**config.mk**
```make
export PLATFORM = sky130hd
export DESIGN_NAME = wb_commit
export DESIGN_NICKNAME = d
export VERILOG_FILES = /design/src/rtl/wb_commit_pkg.sv /design/src/rtl/wb_load_align.sv /design/src/rtl/wb_commit.sv
export SDC_FILE = /design/constraint.sdc
export NUM_CORES = 1
export LEC_CHECK = 0
export CAP_MARGIN = 5
export CORE_MARGIN = 3
export CORE_UTILIZATION = 39
export CTS_CLUSTER_SIZE = 28
export DETAILED_ROUTE_END_ITERATION = 10
export GPL_TIMING_DRIVEN = 0
export PLACE_DENSITY = 0.78
export SLEW_MARGIN = 20
export SYNTH_ARGS = -nofsm -noshare
export SYNTH_HDL_FRONTEND = slang
export SYNTH_SLANG_ARGS = --single-unit
```
**constraint.sdc**
```tcl
create_clock -name clk -period 2 [get_ports clk]
set_clock_uncertainty 0.05 [all_clocks]
set_input_delay 0.3 -clock clk [delete_from_list [all_inputs] [get_ports clk]]
set_output_delay 0.3 -clock clk [all_outputs]
set_load 0.05 [all_outputs]
```
**src/rtl/wb_commit_pkg.sv**
```systemverilog
// Shared pipeline definitions: opcode groups, load funct3 codes, writeback FSM states.
// Latency: n/a (constants, types and a pure decode helper only).
// Backpressure: n/a.
//
// Contents:
//   OPC_*        5-bit major opcodes (inst[6:2]).
//   F3_*         load funct3 codes.
//   wb_state_t   writeback FSM state encoding.
//   opc_writes_rd  true for opcodes that produce an rd result.
package wb_commit_pkg;

  // Major opcodes, inst[6:2]
  localparam logic [4:0] OPC_LOAD     = 5'b00000;
  localparam logic [4:0] OPC_MISC_MEM = 5'b00011;
  localparam logic [4:0] OPC_OP_IMM   = 5'b00100;
  localparam logic [4:0] OPC_AUIPC    = 5'b00101;
  localparam logic [4:0] OPC_STORE    = 5'b01000;
  localparam logic [4:0] OPC_OP       = 5'b01100;
  localparam logic [4:0] OPC_LUI      = 5'b01101;
  localparam logic [4:0] OPC_BRANCH   = 5'b11000;
  localparam logic [4:0] OPC_JALR     = 5'b11001;
  localparam logic [4:0] OPC_JAL      = 5'b11011;
  localparam logic [4:0] OPC_SYSTEM   = 5'b11100;

  // Load funct3 codes, inst[14:12]
  localparam logic [2:0] F3_LB  = 3'b000;
  localparam logic [2:0] F3_LH  = 3'b001;
  localparam logic [2:0] F3_LW  = 3'b010;
  localparam logic [2:0] F3_LD  = 3'b011;
  localparam logic [2:0] F3_LBU = 3'b100;
  localparam logic [2:0] F3_LHU = 3'b101;
  localparam logic [2:0] F3_LWU = 3'b110;

  typedef enum logic {
    ST_IDLE      = 1'b0,
    ST_WAIT_LOAD = 1'b1
  } wb_state_t;

  // Opcodes whose result lands in rd. Everything else (stores, branches,
  // fences, system, unknown) still retires but never writes the RF.
  function automatic logic opc_writes_rd(input logic [4:0] opc);
    logic w;
    case (opc)
      OPC_OP, OPC_OP_IMM, OPC_LOAD, OPC_LUI,
      OPC_AUIPC, OPC_JAL, OPC_JALR: w = 1'b1;
      default:                      w = 1'b0;
    endcase
    return w;
  endfunction

endpackage

```
**src/rtl/wb_load_align.sv**
```systemverilog
// Load data aligner: picks the byte/half/word lane from the raw response and extends to DW.
// Latency: combinational, zero cycles.
// Backpressure: none (pure function of its inputs).
//
// Ports:
//   rdata    in  DW  raw load response word
//   funct3   in  3   load type
//   addr_lo  in  LW  low address bits selecting the byte lane
//   aligned  out DW  extended, lane-aligned result
module wb_load_align
  import wb_commit_pkg::*;
#(
  parameter  int DW = 32,
  localparam int LW = $clog2(DW / 8)
) (
  input  logic [DW-1:0] rdata,
  input  logic [2:0]    funct3,
  input  logic [LW-1:0] addr_lo,
  output logic [DW-1:0] aligned
);

  // Halfword and word lanes are the byte address with the low bits masked,
  // so one shift form serves all three sizes. For DW=32 the word mask
  // clears every bit and the word lane is always 0.
  localparam logic [LW-1:0] HALF_MASK = ~LW'(1);
  localparam logic [LW-1:0] WORD_MASK = ~LW'(3);
  localparam bit            IS64      = (DW == 64);

  logic [DW-1:0] sh_b;
  logic [DW-1:0] sh_h;
  logic [DW-1:0] sh_w;

  assign sh_b = rdata >> {addr_lo, 3'b000};
  assign sh_h = rdata >> {addr_lo & HALF_MASK, 3'b000};
  assign sh_w = rdata >> {addr_lo & WORD_MASK, 3'b000};

  // Sized casts of signed operands sign-extend; of unsigned, zero-extend.
  always_comb begin
    aligned = rdata;
    case (funct3)
      F3_LB:  aligned = DW'($signed(sh_b[7:0]));
      F3_LBU: aligned = DW'(sh_b[7:0]);
      F3_LH:  aligned = DW'($signed(sh_h[15:0]));
      F3_LHU: aligned = DW'(sh_h[15:0]);
      F3_LW:  aligned = DW'($signed(sh_w[31:0]));
      F3_LWU: if (IS64) aligned = DW'(sh_w[31:0]);
      F3_LD:  aligned = rdata;
      default: aligned = rdata;
    endcase
  end

endmodule

```
**src/rtl/wb_commit.sv**
```systemverilog
// Writeback/commit stage: decodes rd-writing ops, waits for load data, drives a registered RF write port.
// Latency: non-load commits 1 cycle after accept; load commits 1 cycle after the dmem_rvalid cycle.
// Backpressure: in_ready is low only while a load waits for its response; otherwise 1 instr/cycle.
//
// Ports:
//   clk, rst_n                     clock, async active-low reset
//   in_valid/in_ready              upstream handshake
//   in_inst, in_rd, in_result      instruction word, destination, non-load result
//   in_addr_lo                     low load-address bits (byte lane)
//   dmem_rvalid, dmem_rdata        load response
//   rf_we, rf_waddr, rf_wdata      registered register-file write port
//   retire_cnt                     committed-instruction counter (wraps)
module wb_commit
  import wb_commit_pkg::*;
#(
  parameter  int RFW = 5,
  parameter  int DW  = 32,
  parameter  int IW  = 32,
  parameter  int CW  = 32,
  localparam int LW  = $clog2(DW / 8)
) (
  input  logic           clk,
  input  logic           rst_n,
  input  logic           in_valid,
  output logic           in_ready,
  input  logic [IW-1:0]  in_inst,
  input  logic [RFW-1:0] in_rd,
  input  logic [DW-1:0]  in_result,
  input  logic [LW-1:0]  in_addr_lo,
  input  logic           dmem_rvalid,
  input  logic [DW-1:0]  dmem_rdata,
  output logic           rf_we,
  output logic [RFW-1:0] rf_waddr,
  output logic [DW-1:0]  rf_wdata,
  output logic [CW-1:0]  retire_cnt
);

  wb_state_t      state_q;
  wb_state_t      state_d;

  logic [4:0]     opc;
  logic [2:0]     funct3;
  logic           is_load;
  logic           writes;

  // Load context captured at accept, consumed when the response arrives.
  logic [RFW-1:0] ld_rd_q;
  logic [2:0]     ld_f3_q;
  logic [LW-1:0]  ld_addr_q;
  logic [DW-1:0]  ld_aligned;

  logic           rf_we_d;
  logic [RFW-1:0] rf_waddr_d;
  logic [DW-1:0]  rf_wdata_d;
  logic           commit;
  logic           load_acc;

  logic           unused_inst_bits;

  assign opc     = in_inst[6:2];
  assign funct3  = in_inst[14:12];
  assign is_load = (opc == OPC_LOAD);
  assign writes  = opc_writes_rd(opc);

  // rd travels on its own port; the remaining instruction fields are not needed here.
  assign unused_inst_bits = ^{in_inst[IW-1:15], in_inst[11:7], in_inst[1:0]};

  wb_load_align #(.DW(DW)) u_align (
    .rdata   (dmem_rdata),
    .funct3  (ld_f3_q),
    .addr_lo (ld_addr_q),
    .aligned (ld_aligned)
  );

  // State register
  always_ff @(posedge clk or negedge rst_n) begin
    if (!rst_n) state_q <= ST_IDLE;
    else        state_q <= state_d;
  end

  // Next state
  always_comb begin
    state_d = state_q;
    case (state_q)
      ST_IDLE:      if (in_valid && is_load) state_d = ST_WAIT_LOAD;
      ST_WAIT_LOAD: if (dmem_rvalid)         state_d = ST_IDLE;
      default:                               state_d = ST_IDLE;
    endcase
  end

  // Outputs: handshake plus the next values of the registered write port.
  // Address/data hold their last value on cycles with no commit.
  always_comb begin
    in_ready   = (state_q == ST_IDLE);
    rf_we_d    = 1'b0;
    rf_waddr_d = rf_waddr;
    rf_wdata_d = rf_wdata;
    commit     = 1'b0;
    load_acc   = 1'b0;
    case (state_q)
      ST_IDLE: begin
        if (in_valid) begin
          if (is_load) begin
            load_acc = 1'b1;
          end else begin
            commit     = 1'b1;
            rf_we_d    = writes && (in_rd != '0);
            rf_waddr_d = in_rd;
            rf_wdata_d = in_result;
          end
        end
      end
      ST_WAIT_LOAD: begin
        if (dmem_rvalid) begin
          commit     = 1'b1;
          rf_we_d    = (ld_rd_q != '0);
          rf_waddr_d = ld_rd_q;
          rf_wdata_d = ld_aligned;
        end
      end
      default: ;
    endcase
  end

  // Write port, retire counter and load context
  always_ff @(posedge clk or negedge rst_n) begin
    if (!rst_n) begin
      rf_we      <= 1'b0;
      rf_waddr   <= '0;
      rf_wdata   <= '0;
      retire_cnt <= '0;
      ld_rd_q    <= '0;
      ld_f3_q    <= '0;
      ld_addr_q  <= '0;
    end else begin
      rf_we    <= rf_we_d;
      rf_waddr <= rf_waddr_d;
      rf_wdata <= rf_wdata_d;
      if (commit) retire_cnt <= retire_cnt + CW'(1);
      if (load_acc) begin
        ld_rd_q   <= in_rd;
        ld_f3_q   <= funct3;
        ld_addr_q <= in_addr_lo;
      end
    end
  end

endmodule

```
==> results of run 1 <==
## flip-flops by register name, summed over array words and instances, names as in the netlist
signal      flops
rf_waddr        5
rf_we           1
ld_addr_q       2
rf_wdata       32
ld_rd_q         5
retire_cnt     32
ld_f3_q         3
state_q         1
## per-layer routing
layer / wire [µm] / GRT usage (%) / vias up
met5: 0 / 0 / -
met4: 251 / 6.50 / 0
met3: 934 / 4.20 / 25
met2: 6710 / 39.2 / 158
met1: 5570 / 29.9 / 1992
li1: - / - / 1933
## cell usage after synthesis (2+ instances only)
library cell / instances
xnor2_1: 17
o21ai_0: 29
nand2b_1: 2
nand4_1: 6
a211oi_1: 16
buf_2: 4
a21oi_1: 18
nor3_1: 24
nand2_1: 62
and2_1: 2
nand3_1: 12
o211ai_1: 7
o31a_1: 6
mux2_2: 12
or4_1: 3
o221ai_1: 6
and3_1: 4
inv_1: 12
dfrtp_1: 81
mux2i_1: 7
nor2b_1: 3
a221oi_1: 8
xor2_1: 14
nor2_1: 47
clkbuf_1: 20
a22o_1: 2
and4_1: 2
## per-stage QoR
step | cell area (µm²) | utilization [%]
2_1_floorplan | 4190 | -
3_3_place_gp | 5890 | 57.1
3_5_place_dp | 5910 | 57.3
4_1_cts | 6230 | 60.4
5_1_grt | 6330 | 61.3
6_report | 6330 | 61.3
## cells by family (layout without fill, tap and decap cells)
group	Yosys count	count (layout)	synth area share [%]
AOI/OAI and AO/OA	101	101	16.2
adders and majority gates	1	1	0.301
muxes	20	20	5.48
xor gates and xnor gates	31	31	6.54
and+or+nand+nor	172	172	18.9
DFF	81	81	48.8
buffers and inverters	39	220	3.73
## power groups by stage
stage / combinational (mW) / clock (mW) / sequential, mW
after floorplan: 0.550 / 0 / 2.57
after global placement: 1.79 / 0 / 2.04
after detailed placement: 1.83 / 0 / 2.05
after CTS: 1.88 / 1.18 / 2.01
after global routing: 2.04 / 1.24 / 2.05
final: 1.91 / 1.16 / 2.02
## layout make-up
class                           count  area (µm²)
Fill cell                         865        3990
Multi-Input combinational cell    325        2080
Sequential cell                    81        2050
Timing Repair Buffer              166        1650
Tap cell                          136         170
Buffer                             25         144
Clock buffer                       10         138
Clock inverter                      6        50.0
Inverter                           13        48.8
## how the worst max path moves through the flow
stage | cells after the start | to
finish | 7 | rf_wdata[21]
global route | 6 | rf_wdata[10]
CTS | 5 | retire_cnt[31]
detailed placement | 7 | rf_wdata[24]
global placement | 1 | retire_cnt[0]
floorplan | 6 | retire_cnt[26]
## repair_timing
action | CTS | global route
gates resized for setup | 24 | 36
gates cloned | 0 | 0
endpoints found under the hold margin | 50 | 0
hold buffers | 1 | 0
endpoints found under the setup margin | 56 | 50
setup buffers | 9 | 2
pin swaps | 8 | 6
==> flow_summary_export.csv, run 1 <==
group,metric,value,unit
outcome,status,"finished clean",
placement,place_hpwl,10300,µm
sta,clock.fmax,0.509,GHz
logic_synthesis,synth_ff_type,"dfrtp_1",
clock_tree,cts_tree,"yes",
critical_path,cp_slowest_cell,"mux4_2",
placement,routabilityCongestion,0.880,
critical_path,worstSetupStartpoint,"ld_addr_q[1]",
critical_path,ff2ff_setup_slack,0.04,ns
logic_synthesis,synthArstFlopShare,100,%
logic_synthesis,avgSynthCellArea,9.33,µm²
logic_synthesis,synth_seq_area_share,48.8,%
clock_tree,cts-buffers-inserted,9,
critical_path,r2r-end,"rf_wdata[21]",
die,die_area,0.0119,mm²
critical_path,worstPathCellList,"buf_4 > mux4_2 > nor2_2 > a2111oi_4 > nor2_2 > buf_4 > a211oi_1",
min_path,min_delay_worst_endpoint,"retire_cnt[31]",
die,start_util,40.2,%
global_route,antenna_found_initial,0,
critical_path,cp-start-kind,"register",
critical_path,path_buf_inv,2,
routing,antenna_left,0,
job,cap_violations,0,
power,sw_frac_of_total,39.6,%
critical_path,critPathMaxStageDelay,0.55,ns
power,seqPwrFrac,39.7,%
power,p_per_area,804,mW/mm²
global_route,overflow,0,
critical_path,rr_startpoint,"ld_addr_q[1]",
critical_path,crit_family,"multiplexers",
finish,stdcell_count,762,
placement,io_buffers,153,
die,die-height,109,µm
die,pin_count,178,
die,num_rows,37,
logic_synthesis,yosys-top-cells-area,"dfrtp_1 49%, nand2_1 5.6%, nor2_1 4.2%",
critical_path,crit_fanout,10,
routing,drcViolationCount,0,
global_route,grtUsageTotal,23.0,%
sta,grt_setup_unrepaired,"yes",
logic_synthesis,synthDistinctLibCells,46,
clock_tree,clockBufferDepth,2,
min_path,worstHoldPathCells,1,
placement,post-place-cells,735,
power,p_sw,2.02,mW
finish,final_common_cell,"clkdlybuf4s50_1",
power,irDropWorstVdd,0.443,mV
logic_synthesis,netlist_area,0.00415,mm²
routing,via_count,4108,
global_route,grt_pass1_wl,21000,µm
sta,maxSlewViolCount,0,
min_path,hp-class,"register to register",
die,core_area,0.0103,mm²
routing,drt_first_pass_iters,5,
sta,finalCritPeriodShare,98.1,%
logic_synthesis,yosysTopAreaCellShare,48.8,%
logic_synthesis,syn_inst,445,
critical_path,crit_path_end_kind,"register",
power,combPwrFrac,37.5,%
critical_path,worstPathArrival,2.14,ns
finish,final_net_count,729,
clock_tree,clkSlewWorstSetupHoldPaths,0.09,ns
power,p_int,3.08,mW
sta,layout_setup_ws,0.0371,ns
finish,area_growth,52.4,%
sta,tightestPinTransition,0.687,ns
global_route,grt_max_degree,52,
critical_path,crit_type,"register to register",
finish,diodes,0,
die,chipWidth,109,µm
sta,final-setup-viol-count,0,
sta,period_needed,1.96,ns
power,p_leak,2.64,nW
routing,drtIter0Drc,216,
global_route,grt_pass1_vias,4145,
sta,holdWs,0.419,ns
sta,tns,0,ns
logic_synthesis,ys_ff_latch,81,
sta,finalHoldViolations,0,
routing,via_per_inst,5.39,
finish,drive_gt1_share,16.0,%
routing,routed_wl,13500,µm
logic_synthesis,yosys.area.top_type,"dfrtp_1",
logic_synthesis,syn-num-nets,553,
clock_tree,cts.sinks,81,
critical_path,required,2.18,ns
clock_tree,root_buffer,"clkbuf_8",
power,power.total,5.09,mW
clock_tree,htreeDepth,3,
routing,wl_per_cell,17.7,µm
logic_synthesis,ys_warn_count,0,
min_path,min_from,"retire_cnt[31]",
sta,maxSlewHeadroom,54.2,%
power,clkPwrFrac,22.7,%
clock_tree,clkLatencyLatePin,0.35,ns
logic_synthesis,synth_edf_count,0,
critical_path,reg2reg_depth,7,
placement,pre_cts_ws,-0.603,ns
finish,final_cell_mix,"145 x clkdlybuf4s50_1, 63 x dfrtp_1, 61 x nand2_1",
Power figures use the tool's default switching activity.
==> run 2, diff against run 1 <==
- CORE_UTILIZATION: 39 -> 43
- PLACE_DENSITY: 0.78 -> 0.81
- clock period: 2 -> 2.14 ns (I/O delays scaled with it)
==> run 2 against run 1 <==
Non-clock buffer count fell by 7. Sequential power fell by 7%. Via count fell by 0.93%. Combinational power fell by 9%. Setup slack improved by 0.040 ns. Maximum frequency fell by 4.8%. Design area fell by 2.1%. Sequential share of layout area rose by 0.50 points. Worst hold slack got worse by 0.00064 ns. Die area fell by 8.8%. Utilization rose by 5.1 points. Largest cell class is now sequential cells. Largest power group unchanged. Highest routed layer unchanged.
==> flow_summary_export.csv, run 2 (synthesized netlist as in run 1, its figures left out) <==
group,metric,value,unit
critical_path,required,2.37,ns
sta,clock.fmax,0.485,GHz
routing,wl_per_cell,17.5,µm
sta,final-setup-viol-count,0,
global_route,grt_max_degree,47,
finish,reg_top3,"retire_cnt (32), rf_wdata (32)",
routing,drt_first_pass_iters,4,
finish,ff_latch_area,0.00204,mm²
power,sw_frac_of_total,38.7,%
power,combPwrFrac,36.2,%
sta,tns,0,ns
power,p_per_area,775,mW/mm²
routing,routed_wl,13100,µm
power,p_leak,2.53,nW
finish,area_growth,49.2,%
clock_tree,cts.sinks,81,
global_route,grt_pass1_wl,21000,µm
clock_tree,htreeDepth,3,
clock_tree,cts-buffers-inserted,9,
routing,antenna_left,0,
power,power.total,4.80,mW
clock_tree,clockBufferDepth,2,
sta,maxSlewHeadroom,60.9,%
routing,drtIter0Drc,147,
finish,final_common_cell,"clkdlybuf4s50_1",
finish,num-fill-cells,776,
min_path,hp-class,"register to register",
power,clkPwrFrac,24.7,%
critical_path,crit_type,"register to register",
die,core_area,0.00933,mm²
clock_tree,clkLatencyLatePin,0.35,ns
finish,multi_input_area,0.00202,mm²
critical_path,cp-start-kind,"register",
sta,finalHoldViolations,0,
clock_tree,root_buffer,"clkbuf_8",
global_route,antenna_found_initial,0,
placement,routabilityCongestion,0.907,
die,die_area,0.0109,mm²
sta,grt_setup_unrepaired,"no",
die,pin_count,178,
finish,stdcell_area,0.00620,mm²
placement,place_hpwl,10300,µm
clock_tree,cts_tree,"yes",
global_route,grtUsageTotal,24.0,%
sta,maxSlewViolCount,0,
outcome,status,"finished clean",
power,p_int,2.94,mW
critical_path,crit_fanout,6,
critical_path,critPathMaxStageDelay,0.59,ns
sta,period_needed,2.06,ns
die,start_util,44.5,%
critical_path,path_buf_inv,0,
job,cap_violations,0,
sta,tightestPinTransition,0.586,ns
power,seqPwrFrac,39.2,%
clock_tree,clkSlewWorstSetupHoldPaths,0.09,ns
critical_path,worstPathCellList,"nand4_2 > or3_4 > or4_4 > nor2_1 > xor2_1",
die,num_rows,35,
sta,holdWs,0.418,ns
global_route,grt_pass1_vias,4162,
critical_path,crit_path_end_kind,"register",
die,die-height,104,µm
finish,drive_gt1_share,11.5,%
critical_path,cp_slowest_cell,"or4_4",
critical_path,worstPathArrival,2.29,ns
critical_path,crit_family,"simple AND/OR/NAND/NOR gates",
die,chipWidth,104,µm
finish,final_cell_mix,"151 x clkdlybuf4s50_1, 73 x dfrtp_1, 62 x nand2_1",
placement,place_area,0.00588,mm²
power,p_sw,1.86,mW
routing,via_count,4070,
placement,io_buffers,153,
routing,via_per_inst,5.44,
global_route,overflow,0,
finish,final_net_count,722,
finish,diodes,0,
routing,drcViolationCount,0,
power,irDropWorstVdd,0.385,mV
sta,finalCritPeriodShare,96.4,%
[run 2: changes by cell type in the layout (fill, tap and decap cells not counted), moves of 3 or more]
cell / delta
dfrtp_1: +10
nor2_1: +3
buf_4: -6
dlymetal6s2s_1: -5
buf_6: -3
clkbuf_1: +3
nor2_2: -3
clkdlybuf4s50_1: +6
dfrtp_2: -10
[run 2: worst register-to-register path: stages, from the launching register on]
cell and delay (ns):
dfrtp_2 0.43, nand4_2 0.16, or3_4 0.45, or4_4 0.59, nor2_1 0.15, xor2_1 0.17
[run 2: metrics by stage]
stage               worst slack [ns]  util [%]  std cells
global route                 0.00844      66.5        748
CTS                          0.00454      65.8        747
detailed placement            -0.550      63.1        728
finish                        0.0772      66.5        748
floorplan                    0.00633         -        445
global placement               -2.44      62.8        727
[run 2: path summary, 6_finish.rpt]
| check | startpoint | to | slack (ns) | cells past startpoint |
|---|---|---|---|---|
| max reg2reg | retire_cnt[5] | retire_cnt[27] | 0.08 | 5 |
| min reg2reg | retire_cnt[31] | retire_cnt[31] | 0.42 | 1 |
| max in group asynchronous | rst_n | retire_cnt[0] | 0.98 | 3 |
| min in group asynchronous | rst_n | rf_wdata[24] | 0.45 | 2 |
| max | retire_cnt[5] | retire_cnt[27] | 0.08 | 5 |
| min | retire_cnt[31] | retire_cnt[31] | 0.42 | 1 |
[run 2: layout make-up]
cell class	count	area share (%)
Clock inverter	7	1.43
Multi-Input combinational cell	325	32.6
Inverter	13	0.787
Clock buffer	9	2.00
Sequential cell	81	32.9
Buffer	25	1.96
Timing Repair Buffer	159	25.8
Tap cell	129	2.60
[run 2: power by group through the flow]
stage                     registers [mW]  clock network, mW  logic (mW)
after floorplan                     2.40                  0       0.513
after global placement              1.90                  0        1.67
after detailed placement            1.91                  0        1.71
after CTS                           1.88               1.20        1.72
after global routing                1.92               1.25        1.84
final                               1.88               1.18        1.74
[run 2: layer usage]
metal | track usage [%] | part of all wire [%] | vias up
li1 | - | - | 1917
met1 | 30.3 | 41 | 1979
met2 | 40.8 | 50 | 147
met3 | 4.28 | 6.3 | 27
met4 | 9.59 | 2.5 | 0
met5 | 0 | 0 | -
[run 2: what timing repair did]
| action | 4_1_cts | 5_1_grt |
|---|---|---|
| buffers inserted | 2 | 2 |
| hold buffers | 1 | 0 |
| pin swaps | 1 | 3 |
| endpoints found under the setup margin | 38 | 45 |
| hold endpoints to repair | 35 | 0 |
| gates resized for setup | 10 | 25 |
==> run 3, diff against run 2 <==
- CORE_UTILIZATION: 43 -> 30
- GPL_ROUTABILITY_DRIVEN: unset -> 0
- PLACE_DENSITY: 0.81 -> unset
==> run 3 against run 2 <==
Die area up 41%. Combinational power about the same. Routed wire length up 7.2%. Final cell count up 6.0%. Critical endpoint unchanged. Largest cell class is now multi-input combinational cells. Highest routed layer unchanged.
==> flow_summary_export.csv, run 3 (synthesized netlist as in run 1, its figures left out) <==
group,metric,value,unit
global_route,use_met1,25.7,%
sta,final-setup-viol-count,0,
routing,via_per_inst,5.04,
global_route,grtUsageTotal,18.9,%
sta,period_needed,2.05,ns
placement,place_area,0.00594,mm²
die,num_rows,42,
global_route,use_met2,29.8,%
clock_tree,clockBufferDepth,2,
routing,wl_per_cell,17.7,µm
finish,drive_gt1_share,11.2,%
global_route,grt_util_met3,4.68,%
critical_path,critPathMaxStageDelay,0.60,ns
placement,io_buffers,153,
routing,routed_wl,14000,µm
sta,clock.fmax,0.488,GHz
sta,tightestPinTransition,0.594,ns
clock_tree,htreeDepth,3,
die,pin_count,178,
critical_path,cp_slowest_cell,"or4_4",
global_route,grt_pass1_vias,4061,
clock_tree,clkSlewWorstSetupHoldPaths,0.06,ns
critical_path,crit_type,"register to register",
sta,holdWs,0.407,ns
sta,finalHoldViolations,0,
global_route,antenna_found_initial,0,
routing,antenna_left,0,
critical_path,r2r-end,"retire_cnt[27]",
sta,maxSlewHeadroom,60.4,%
power,irDropWorstVdd,0.336,mV
clock_tree,cts-buffers-inserted,9,
finish,final_cell_mix,"151 x clkdlybuf4s50_1, 73 x dfrtp_1, 62 x nand2_1",
global_route,overflow,0,
job,cap_violations,0,
critical_path,crit_fanout,6,
global_route,grt_pass1_wl,22100,µm
routing,drcViolationCount,0,
critical_path,path_buf_inv,0,
clock_tree,root_buffer,"clkbuf_16",
critical_path,worstPathCellList,"nand4_2 > or3_4 > or4_4 > nor2_1 > xor2_1",
critical_path,crit_family,"simple AND/OR/NAND/NOR gates",
die,chipWidth,124,µm
finish,reg_top3,"retire_cnt (32), rf_wdata (32)",
clock_tree,cts_tree,"yes",
critical_path,ff2ff_setup_slack,0.09,ns
routing,drt_first_pass_iters,4,
die,die-height,124,µm
min_path,hp-class,"input pin to async pin",
power,p_leak,2.56,nW
critical_path,rr_startpoint,"retire_cnt[5]",
critical_path,required,2.35,ns
die,start_util,31.0,%
die,die_area,0.0153,mm²
finish,final_net_count,721,
clock_tree,clkLatencyLatePin,0.34,ns
finish,diodes,0,
finish,area_growth,52.5,%
placement,place_hpwl,10900,µm
finish,stdcell_area,0.00634,mm²
clock_tree,cts.sinks,81,
sta,finalCritPeriodShare,95.8,%
routing,via_count,3996,
outcome,status,"finished clean",
routing,drtIter0Drc,274,
critical_path,cp-start-kind,"register",
finish,final_common_cell,"clkdlybuf4s50_1",
critical_path,worstPathArrival,2.26,ns
global_route,top_usage_layer,"met2",
power,p_per_area,802,mW/mm²
sta,maxSlewViolCount,0,
critical_path,reg2reg_depth,5,
global_route,grt_max_degree,55,
critical_path,crit_path_end_kind,"register",
die,core_area,0.0134,mm²
-- run 3: per-layer routing --
metal | vias up | wire (µm) | part of all wire, %
met5 | - | 0 | 0
met4 | 0 | 257 | 1.8
met3 | 20 | 819 | 5.8
met2 | 119 | 6660 | 48
met1 | 1936 | 6270 | 45
li1 | 1921 | - | -
-- run 3: final cells by class --
cell class / count / area, µm²
buffer: 25 / 129
clock buffer: 13 / 260
clock inverter: 2 / 15.0
fill: 1298 / 7060
inverter: 13 / 48.8
multi-input combinational: 325 / 2040
sequential: 81 / 2040
tap: 176 / 220
timing repair buffer: 158 / 1580
-- run 3: what timing repair did --
action / CTS / global route
gates resized for setup: 20 / 18
endpoints found under the hold margin: 27 / 0
setup buffers: 0 / 3
hold buffers: 1 / 0
cloned: 0 / 0
pin swaps: 0 / 9
setup endpoints to repair: 41 / 45
-- run 3: how the worst max path moves through the flow --
stage                   startpoint             end  slack (ns)  cells past startpoint
finish               retire_cnt[5]  retire_cnt[27]        0.09                      5
global route            in_inst[4]    rf_wdata[18]       -0.03                      8
CTS                        state_q  retire_cnt[26]       0.001                      6
detailed placement      in_inst[4]     rf_wdata[2]       -0.61                      7
global placement             rst_n   retire_cnt[1]       -2.66                      1
floorplan           retire_cnt[10]  retire_cnt[31]       0.006                      5
-- run 3: metrics by stage --
stage / total power, mW / TNS (ns) / util (%) / setup WS, ns / std cells
global route: 5.36 / -0.0261 / 47.3 / -0.0261 / 793
global placement: 3.59 / -214.96 / 44.1 / -2.66 / 774
floorplan: 2.91 / 0 / - / 0.00633 / 445
finish: 5.08 / 0 / 47.3 / 0.0898 / 793
detailed placement: 3.63 / -26.07 / 44.3 / -0.608 / 775
CTS: 5.13 / 0 / 46.9 / 0.00106 / 791
-- run 3: power by group --
group / internal [mW] / switching (mW)
clock: 0.844 / 0.601
combinational: 0.664 / 1.08
sequential: 1.72 / 0.175
